--- config.mk ---
export PLATFORM = sky130hd
export DESIGN_NAME = hamming_decoder_7_4
export DESIGN_NICKNAME = d
export VERILOG_FILES = /design/src/rtl/hamming_pkg.sv /design/src/rtl/hamming_syndrome_7_4.sv /design/src/rtl/hamming_decoder_7_4.sv
export SDC_FILE = /design/constraint.sdc
export NUM_CORES = 1
export LEC_CHECK = 0
export ABC_CLOCK_PERIOD_IN_PS = 1300
export BUFFER_PORTS_ARGS = -buffer_cell sky130_fd_sc_hd__buf_4
export CAP_MARGIN = 20
export CORE_UTILIZATION = 42
export CTS_BUF_LIST = sky130_fd_sc_hd__clkbuf_16
export DETAILED_ROUTE_END_ITERATION = 6
export MAX_ROUTING_LAYER = met4
export PLACE_DENSITY = 0.81
export SETUP_SLACK_MARGIN = 0.3
export SYNTH_ARGS = -nofsm -noshare
export SYNTH_HDL_FRONTEND = slang
export SYNTH_SLANG_ARGS = --single-unit
--- constraint.sdc ---
create_clock -name clk -period 1.3 [get_ports clk]
set_clock_uncertainty 0.2 [all_clocks]
set_input_delay 0.13 -clock clk [delete_from_list [all_inputs] [get_ports clk]]
set_output_delay 0.13 -clock clk [all_outputs]
set_load 0.01 [all_outputs]
--- src/rtl/hamming_pkg.sv ---
// Shared Hamming(7,4) definitions: codeword bit positions, word types and
// the parity/correction helpers used by both the encoder and the decoder.
package hamming_pkg;

  localparam int P1 = 0;
  localparam int P2 = 1;
  localparam int D0 = 2;
  localparam int P4 = 3;
  localparam int D1 = 4;
  localparam int D2 = 5;
  localparam int D3 = 6;

  typedef logic [6:0] code7_t;
  typedef logic [3:0] data4_t;
  typedef logic [2:0] synd3_t;

  // Check bits {p4,p2,p1} for data {d3,d2,d1,d0}.
  function automatic synd3_t hamming_parity(input data4_t d);
    synd3_t p;
    p[0] = d[0] ^ d[1] ^ d[3];
    p[1] = d[0] ^ d[2] ^ d[3];
    p[2] = d[1] ^ d[2] ^ d[3];
    return p;
  endfunction

  function automatic data4_t code_data(input code7_t c);
    return {c[D3], c[D2], c[D1], c[D0]};
  endfunction

  function automatic synd3_t code_parity(input code7_t c);
    return {c[P4], c[P2], c[P1]};
  endfunction

  // A nonzero syndrome is the 1-based position of the bit to invert.
  function automatic code7_t syndrome_to_mask(input synd3_t s);
    code7_t m;
    case (s)
      3'd1:    m = 7'b0000001;
      3'd2:    m = 7'b0000010;
      3'd3:    m = 7'b0000100;
      3'd4:    m = 7'b0001000;
      3'd5:    m = 7'b0010000;
      3'd6:    m = 7'b0100000;
      3'd7:    m = 7'b1000000;
      default: m = 7'b0000000;
    endcase
    return m;
  endfunction

endpackage

--- src/rtl/hamming_syndrome_7_4.sv ---
// Combinational Hamming(7,4) syndrome {s4,s2,s1}: received check bits
// compared against check bits recomputed from the received data bits.
module hamming_syndrome_7_4
  import hamming_pkg::*;
(
  input  logic [6:0] code_in,
  output logic [2:0] syndrome_out
);

  synd3_t w_recomputed;

  assign w_recomputed = hamming_parity(code_data(code_in));
  assign syndrome_out = code_parity(code_in) ^ w_recomputed;

endmodule

--- src/rtl/hamming_decoder_7_4.sv ---
// Two-stage pipelined Hamming(7,4) single-error-correcting decoder with
// valid/ready streams. Define HAMMING_DEC_STATS_EN for the corrected-word counter.
module hamming_decoder_7_4
  import hamming_pkg::*;
#(
  parameter int CNT_W = 16
) (
  input  logic             clk,
  input  logic             rst,
  input  logic [6:0]       code_in,
  input  logic             in_valid,
  output logic             in_ready,
  output logic [3:0]       data_out,
  output logic [2:0]       syndrome_out,
  output logic             err_corrected,
  output logic             out_valid,
  input  logic             out_ready,
  input  logic             cnt_clear,
  output logic [CNT_W-1:0] err_count
);

  logic   w_adv;
  synd3_t w_synd;
  code7_t w_corr_code;

  logic   r_s1_valid;
  code7_t r_s1_code;
  synd3_t r_s1_synd;

  logic   r_out_valid;
  data4_t r_data;
  synd3_t r_synd;
  logic   r_err;

  // The whole pipeline moves as one unit; it only holds when the output is blocked.
  assign w_adv    = !r_out_valid || out_ready;
  assign in_ready = w_adv;

  hamming_syndrome_7_4 u_syndrome (
    .code_in      (code_in),
    .syndrome_out (w_synd)
  );

  // Stage 1: capture the raw codeword and its syndrome.
  always_ff @(posedge clk or posedge rst) begin
    if (rst) begin
      r_s1_valid <= 1'b0;
      r_s1_code  <= 7'b0000000;
      r_s1_synd  <= 3'b000;
    end else if (w_adv) begin
      r_s1_valid <= in_valid;
      r_s1_code  <= code_in;
      r_s1_synd  <= w_synd;
    end
  end

  assign w_corr_code = r_s1_code ^ syndrome_to_mask(r_s1_synd);

  // Stage 2: corrected data and status, driven straight to the outputs.
  always_ff @(posedge clk or posedge rst) begin
    if (rst) begin
      r_out_valid <= 1'b0;
      r_data      <= 4'b0000;
      r_synd      <= 3'b000;
      r_err       <= 1'b0;
    end else if (w_adv) begin
      r_out_valid <= r_s1_valid;
      r_data      <= code_data(w_corr_code);
      r_synd      <= r_s1_synd;
      r_err       <= (r_s1_synd != 3'b000);
    end
  end

  assign out_valid     = r_out_valid;
  assign data_out      = r_data;
  assign syndrome_out  = r_synd;
  assign err_corrected = r_err;

`ifdef HAMMING_DEC_STATS_EN
  localparam logic [CNT_W-1:0] CNT_MAX = {CNT_W{1'b1}};

  logic             w_cnt_inc;
  logic [CNT_W-1:0] r_err_count;

  assign w_cnt_inc = r_out_valid && out_ready && r_err;

  // Saturating corrected-word counter; clear takes priority over an increment.
  always_ff @(posedge clk or posedge rst) begin
    if (rst) begin
      r_err_count <= '0;
    end else if (cnt_clear) begin
      r_err_count <= '0;
    end else if (w_cnt_inc && (r_err_count != CNT_MAX)) begin
      r_err_count <= r_err_count + CNT_W'(1);
    end else begin
      r_err_count <= r_err_count;
    end
  end

  assign err_count = r_err_count;
`else
  logic w_unused_cnt_clear;

  assign w_unused_cnt_clear = cnt_clear;
  assign err_count          = '0;
`endif

endmodule
==> results of run 1 <==
-- layer usage --
layer	global-route usage [%]	share of wire [%]
met4	7.35	1.3
met1	19.0	45
met2	23.1	49
met5	-	0
met3	2.83	5.0
-- kinds of logic after synthesis --
family                 share of synthesized area (%)
flip-flops                                      46.6
AO/OA/AOI/OAI                                   4.38
XOR/XNOR                                        12.3
multiplexers                                    10.7
buffers and inverters                           16.6
AND/OR/NAND/NOR                                 9.04
other                                          0.411
-- sequential cells by signal (all words and copies together) (netlist names) --
| signal | flops |
|---|---|
| r_s1_code | 4 |
| data_out | 4 |
| out_valid | 1 |
| r_s1_valid | 1 |
| syndrome_out | 3 |
| r_s1_synd | 3 |
| err_corrected | 1 |
-- what timing repair did --
item | CTS | global route
cloned | 1 | 0
setup buffers | 3 | 1
hold endpoints to repair | 22 | 22
setup endpoints to repair | 27 | 27
gates resized for setup | 10 | 1
-- cell usage in the layout, fill, tap and decap left out, drive strengths merged --
| cell type | Yosys | final |
|---|---|---|
| clkbuf | 0 | 3 |
| xnor2 | 5 | 5 |
| inv | 1 | 2 |
| a21oi | 8 | 8 |
| conb | 1 | 16 |
| nor3 | 1 | 1 |
| nand3b | 3 | 3 |
| xor2 | 7 | 7 |
| buf | 19 | 26 |
| nand2b | 2 | 3 |
| mux2 | 8 | 8 |
| nand3 | 1 | 1 |
| dfrtp | 17 | 17 |
| nor2 | 8 | 8 |
-- how the worst max path moves through the flow --
| stage | slack (ps) | endpoint | depth (start not counted) | startpoint |
|---|---|---|---|---|
| after detailed placement | 30 | syndrome_out[1] | 2 | out_valid |
| after global routing | -20 | in_ready | 2 | out_valid |
| after global placement | 60 | r_s1_valid | 2 | out_valid |
| after CTS | 7 | in_ready | 2 | out_valid |
| final | 20 | in_ready | 2 | out_valid |
| after floorplan | -60 | r_s1_code[2] | 4 | out_valid |
-- through the flow --
step                worst slack [ps]  utilization, %
floorplan                      -57.0               -
global placement                57.8            51.0
detailed placement              27.5            51.0
CTS                             7.42            58.3
global route                   -15.3            58.8
finish                          15.6            58.8
-- critical path: cells and delay by family, from the launching register on --
family | cells | cell delay (ps)
DFF | 1 | 440
and+or+nand+nor | 1 | 150
buffers and inverters | 1 | 120
-- layout make-up --
type	count	share of cell area, %
sequential	17	36.2
multi-input combinational	60	34.1
timing repair buffer	26	19.8
clock buffer	3	6.38
tap	27	2.87
clock inverter	1	0.319
inverter	1	0.319
-- power by group through the flow --
stage | Sequential, mW | Combinational [mW] | Clock (mW)
5_1_grt | 0.787 | 0.612 | 0.625
3_3_place_gp | 0.747 | 0.455 | 0
2_1_floorplan | 0.773 | 0.288 | 0
3_5_place_dp | 0.756 | 0.465 | 0
4_1_cts | 0.763 | 0.554 | 0.604
6_report | 0.766 | 0.560 | 0.583
==> impl_results.md, run 1 <==
* Gr ovfl total at 0
* Unrepaired setup endpoints after global routing: yes
* Initial antenna violation count at 0
* Combinational share of power at 29.3%
* Sequential share of the synthesized area at a little under half
* Seq pwr share at 40.1%
* Dpl cell area at just over 1000 um2
* I/O pins at 38
* Final Cell Area at between 1000 and 1500 um2
* Final #Nets at around 120
* Clock Latency Late Sink at approximately 240 ps
* Clock Tree Buf Depth at 2
* Die area at about 2400 um2
* Post-Layout Cell Count at roughly 140
* Reg2reg end: syndrome_out[1]
* Leak at 0.551 nW
* Period Utilization, post-route at between 90% and 100%
* Port Buffers at 20
* Critical path class: reg -> out
* Post-synth top cells: dfrtp_1, buf_4, a21oi_1, nor2_1
* Pint at about 1.4 mW
* Drt wl/cell at 10.6 um
* Flop-to-flop setup slack at roughly 40 ps
* Synth area leaders: dfrtp_1, buf_4, mux2_2, xor2_1, xnor2_1
* Post-route ant nets at 0
* Worst-path clk slew at around 50 ps
* F_max at 779 MHz
* # diodes at 0
* Tot GR Track Use at about 15%
* #FFs+latches synth at 17
* Max stage delay on crit path at roughly 440 ps
* CTS Sinks at 17
* Cells after synthesis at slightly above 80
* Register Area at approximately 430 um2
* Number of distinct library cells after synthesis at 18
* Core area at ~2000 um2
* Switch Pwr at ~0.51 mW
* Count leader, synth: dfrtp_1
* Clock share of power at 30.5%
* Root buffer cell: clkbuf_16
* Ys flop type: dfrtp_1
* Final min period at about 1300 ps
* Post-synthesis async set-or-reset flop share at between 90% and 100%
* Chip Width at 48.6 um
* Final TNS setup at 0 ps
* Warnings from Yosys at 0
* Reg2reg path depth at 2
* Cells after DPL at 126
* Hold WS at -231 ps
* Peak supply drop at ~1.2 mV
* DRC errors left at 0
* CP required at slightly below 1000 ps
* GP Congestion at approximately 0.69
* Worst min path class: in -> async
* Worst-path fanout max at 8
* Design Power at about 1.9 mW
* Max Cap Violations at 0
* Fillers at 180
* Critical-path top delay cell: dfrtp_2
* Rows at 16
* Post-synth EDFFs at 0
* Critical Path AT at about 950 ps
* Worst Tran Pin Value at 620 ps
* TritonCTS clock tree: done
* Final setup fails at 0
* Cts bufs inserted at 3
* Starting Density at between 40% and 50%
* RR Startpoint: out_valid
* Vias per cell at between 4 and 5
* Slew Limit Fails at 0
* Status: finished, violations left
* Sw Ratio at 26.8%
* Layout cell share with drive strength beyond 1 at 38.0%
* Pin count of the biggest net entering global routing at 18
* Vias in the first global route at ~570
* Synthesized area at roughly 900 um2
* Crit end category: output pin
* H-Tree Depth at 1
* Failing checks: hold timing
* Rel. slew slack at between 50% and 60%
* Fin. Hold Viols at 22
* Initial drt markers at 7
* Average cell area after synthesis at between 10 and 15 um2
* Drt total wl at around 1400 um
* Synth area leader: dfrtp_1
* CP Cell Sequence: nand2b_4 > buf_6
* Area of the multi-input gates at 402 um2
* Die Height at ~49 um
* First-pass DRT Iterations at 4
* DR vias at between 500 and 600
* Pwr Density at 1620 nW/um2
* Area share of the leading cell type in the synthesized netlist at 46.6%
* First-pass GRT wire length at around 2600 um
* Worst setup SP type: flip-flop
* Area growth, synth to finish at 28.9%
(Power assumes the default switching activity.)
==> run 2: changes to the inputs <==
--- a/config.mk
+++ b/config.mk
@@ -16,4 +16,5 @@
 export SETUP_SLACK_MARGIN = 0.3
 export SYNTH_ARGS = -nofsm -noshare
 export SYNTH_HDL_FRONTEND = slang
+export SYNTH_HIERARCHICAL = 1
 export SYNTH_SLANG_ARGS = --single-unit
==> run 2 against run 1 <==
The run ends with hold timing, setup timing left. Routed wire length up 31%. Utilization is 11 points higher. Combinational power grew 67%. Global-route usage increased by 1.7 points. Final cell count up 8.1%.
==> impl_results.md, run 2 <==
* GRT met1 Usage at 19.1%
* Failing checks: hold timing, setup timing
* Initial antenna violation count at 0
* #FFs+latches synth at 17
* Vias in the first global route at about 620
* CTS Sinks at 17
* Crit end category: output pin
* Crit-path most repeated cell: buf_6
* First-pass DRT Iterations at 2
* TritonCTS clock tree: done
* Max Cap Violations at 0
* Post-synth EDFFs at 0
* Register Area at 429 um2
* GR peak layer: met2
* Warnings from Yosys at 6
* Drt wl/cell at between 10 and 15 um
* Chip Width at 49.4 um
* Worst min path class: in -> reg
* Critical-path top delay cell: dfrtp_1
* Critical Path AT at between 900 and 1000 ps
* CP top delay family: flip-flops
* I/O pins at 38
* Ys flop type: dfrtp_1
* Fillers at between 100 and 150
* Final setup margin at -2.94 ps
* Peak supply drop at ~0.75 mV
* Slew Limit Fails at 0
* Clock Tree Buf Depth at 2
* Rows at 16
* CP required at just under 1000 ps
* Hold WS at -84.0 ps
* Sequential share of the synthesized area at roughly 45%
* Cts bufs inserted at 3
* Worst-path fanout max at 4
* Post-synth top cells: dfrtp_1, buf_4, mux2_4
* Area share of the leading cell type in the synthesized netlist at 45.1%
* Post-synthesis async set-or-reset flop share at between 90% and 100%
* Area of the multi-input gates at approximately 490 um2
* First-pass GRT wire length at roughly 2800 um
* Initial drt markers at 3
* Worst slack at placement at -12.5 ps
* Cells after synthesis at just under 80
* Post-route ant nets at 0
* Post-Layout Cell Count at 146
* F_max at 767 MHz
* Most frequent cells in the layout: buf_4, buf_6, conb_1
* Final #Nets at 132
* Met2 usage at between 20% and 30%
* # diodes at 0
* Pin count of the biggest net entering global routing at 18
* Final min period at roughly 1300 ps
* Final setup fails at 1
* Core area at between 2000 and 2500 um2
* Most common cell after layout, fill and taps aside: buf_4
* Gr ovfl total at 0
* Die Height at between 40 and 50 um
* Synth area leader: dfrtp_1
* Die area at 2440 um2
* Period Utilization, post-route at 100%
* Port Buffers at 20
* Worst setup SP type: flip-flop
* Drt total wl at 1870 um
* Layout cell share with drive strength beyond 1 at between 50 and 60%
* Area growth, synth to finish at 50.3%
* Cells after DPL at roughly 120
* Clock Latency Late Sink at 250 ps
* Status: finished, violations left
* Count leader, synth: dfrtp_1
* Hpwl dp at between 1000 and 1500 um
* Unrepaired setup endpoints after global routing: yes
* Average cell area after synthesis at roughly 12 um2
* Fin. Hold Viols at 5
* Starting Density at 46.2%
* Leak at approximately 0.7 nW
* DRC errors left at 0
* Pwr Density at about 1600 nW/um2
* Synth area leaders: dfrtp_1, buf_4, mux2_4, xnor2_1, xor2_1
* GP Congestion at ~0.70
* WP buf/inv at 2
* Worst-path clk slew at roughly 50 ps
* Vias per cell at 4.41
* Critical path class: reg -> out
* Grt met3 use at 3.74%
* Post-CTS Hold Fix Bufs at 1
* Root buffer cell: clkbuf_16
* DR vias at roughly 640
* Number of distinct library cells after synthesis at 18
* Max stage delay on crit path at roughly 400 ps
* H-Tree Depth at 1
* Tot GR Track Use at between 10% and 20%
* Synthesized area at approximately 940 um2
* CP Cell Sequence: nand2b_4 > buf_6 > buf_6
[run 2: where the power goes]
| group | switching [mW] | total (mW) | internal [mW] |
|---|---|---|---|
| Combinational | 0.342 | 0.934 | 0.592 |
| Clock | 0.193 | 0.601 | 0.408 |
| Sequential | 0.132 | 0.796 | 0.665 |
[run 2: cell type report]
cell class / count / share of cell area [%]
Tap cell: 27 / 2.38
Inverter: 1 / 0.265
Multi-Input combinational cell: 56 / 34.6
Clock buffer: 3 / 5.30
Sequential cell: 17 / 30.3
Timing Repair Buffer: 41 / 26.9
Clock inverter: 1 / 0.265
[run 2: kinds of logic after synthesis]
logic type / count (synthesis) / synth area share, %
AOI/OAI and AO/OA: 5 / 2.65
xor gates and xnor gates: 12 / 11.9
buffers and inverters: 20 / 16.0
DFF: 17 / 45.1
muxes: 11 / 16.3
other: 1 / 0.397
and+or+nand+nor: 12 / 7.56
[run 2: final timing paths]
check                           start  slack (ps)            to  cells after the start
max reg2reg                 out_valid          10  r_s1_synd[2]                      3
max in group asynchronous         rst         440  r_s1_synd[0]                      4
min in group asynchronous         rst         260   data_out[3]                      4
min reg2reg                r_s1_valid         270     out_valid                      1
max                         out_valid          -3      in_ready                      3
min                          in_valid         -80    r_s1_valid                      2
[run 2: what timing repair did]
item                       CTS  global route
pin swaps                    3             7
hold endpoints to repair    22             5
buffers inserted            14             3
setup endpoints to repair   27            27
gates resized for setup     26            11
[run 2: stage by stage]
step | setup TNS [ps] | util (%) | instance area (um2) | hold WS, ps | total power, mW
after detailed placement | -34.3 | 51.8 | 1060 | -41.2 | 1.30
after CTS | 0 | 65.7 | 1340 | -82.7 | 2.19
final | -2.94 | 69.4 | 1420 | -84.0 | 2.33
after global placement | 0 | 51.8 | 1060 | -45.3 | 1.28
after global routing | -115 | 69.4 | 1420 | -80.8 | 2.43
after floorplan | -455 | - | 1000 | -144 | 1.12
[run 2: layer usage]
layer | vias up | wire length [um] | part of all wire, %
li1 | 300 | - | -
met1 | 313 | 757 | 40
met2 | 28 | 999 | 53
met3 | 3 | 87 | 4.6
met4 | 0 | 27 | 1.4
met5 | - | 0 | 0
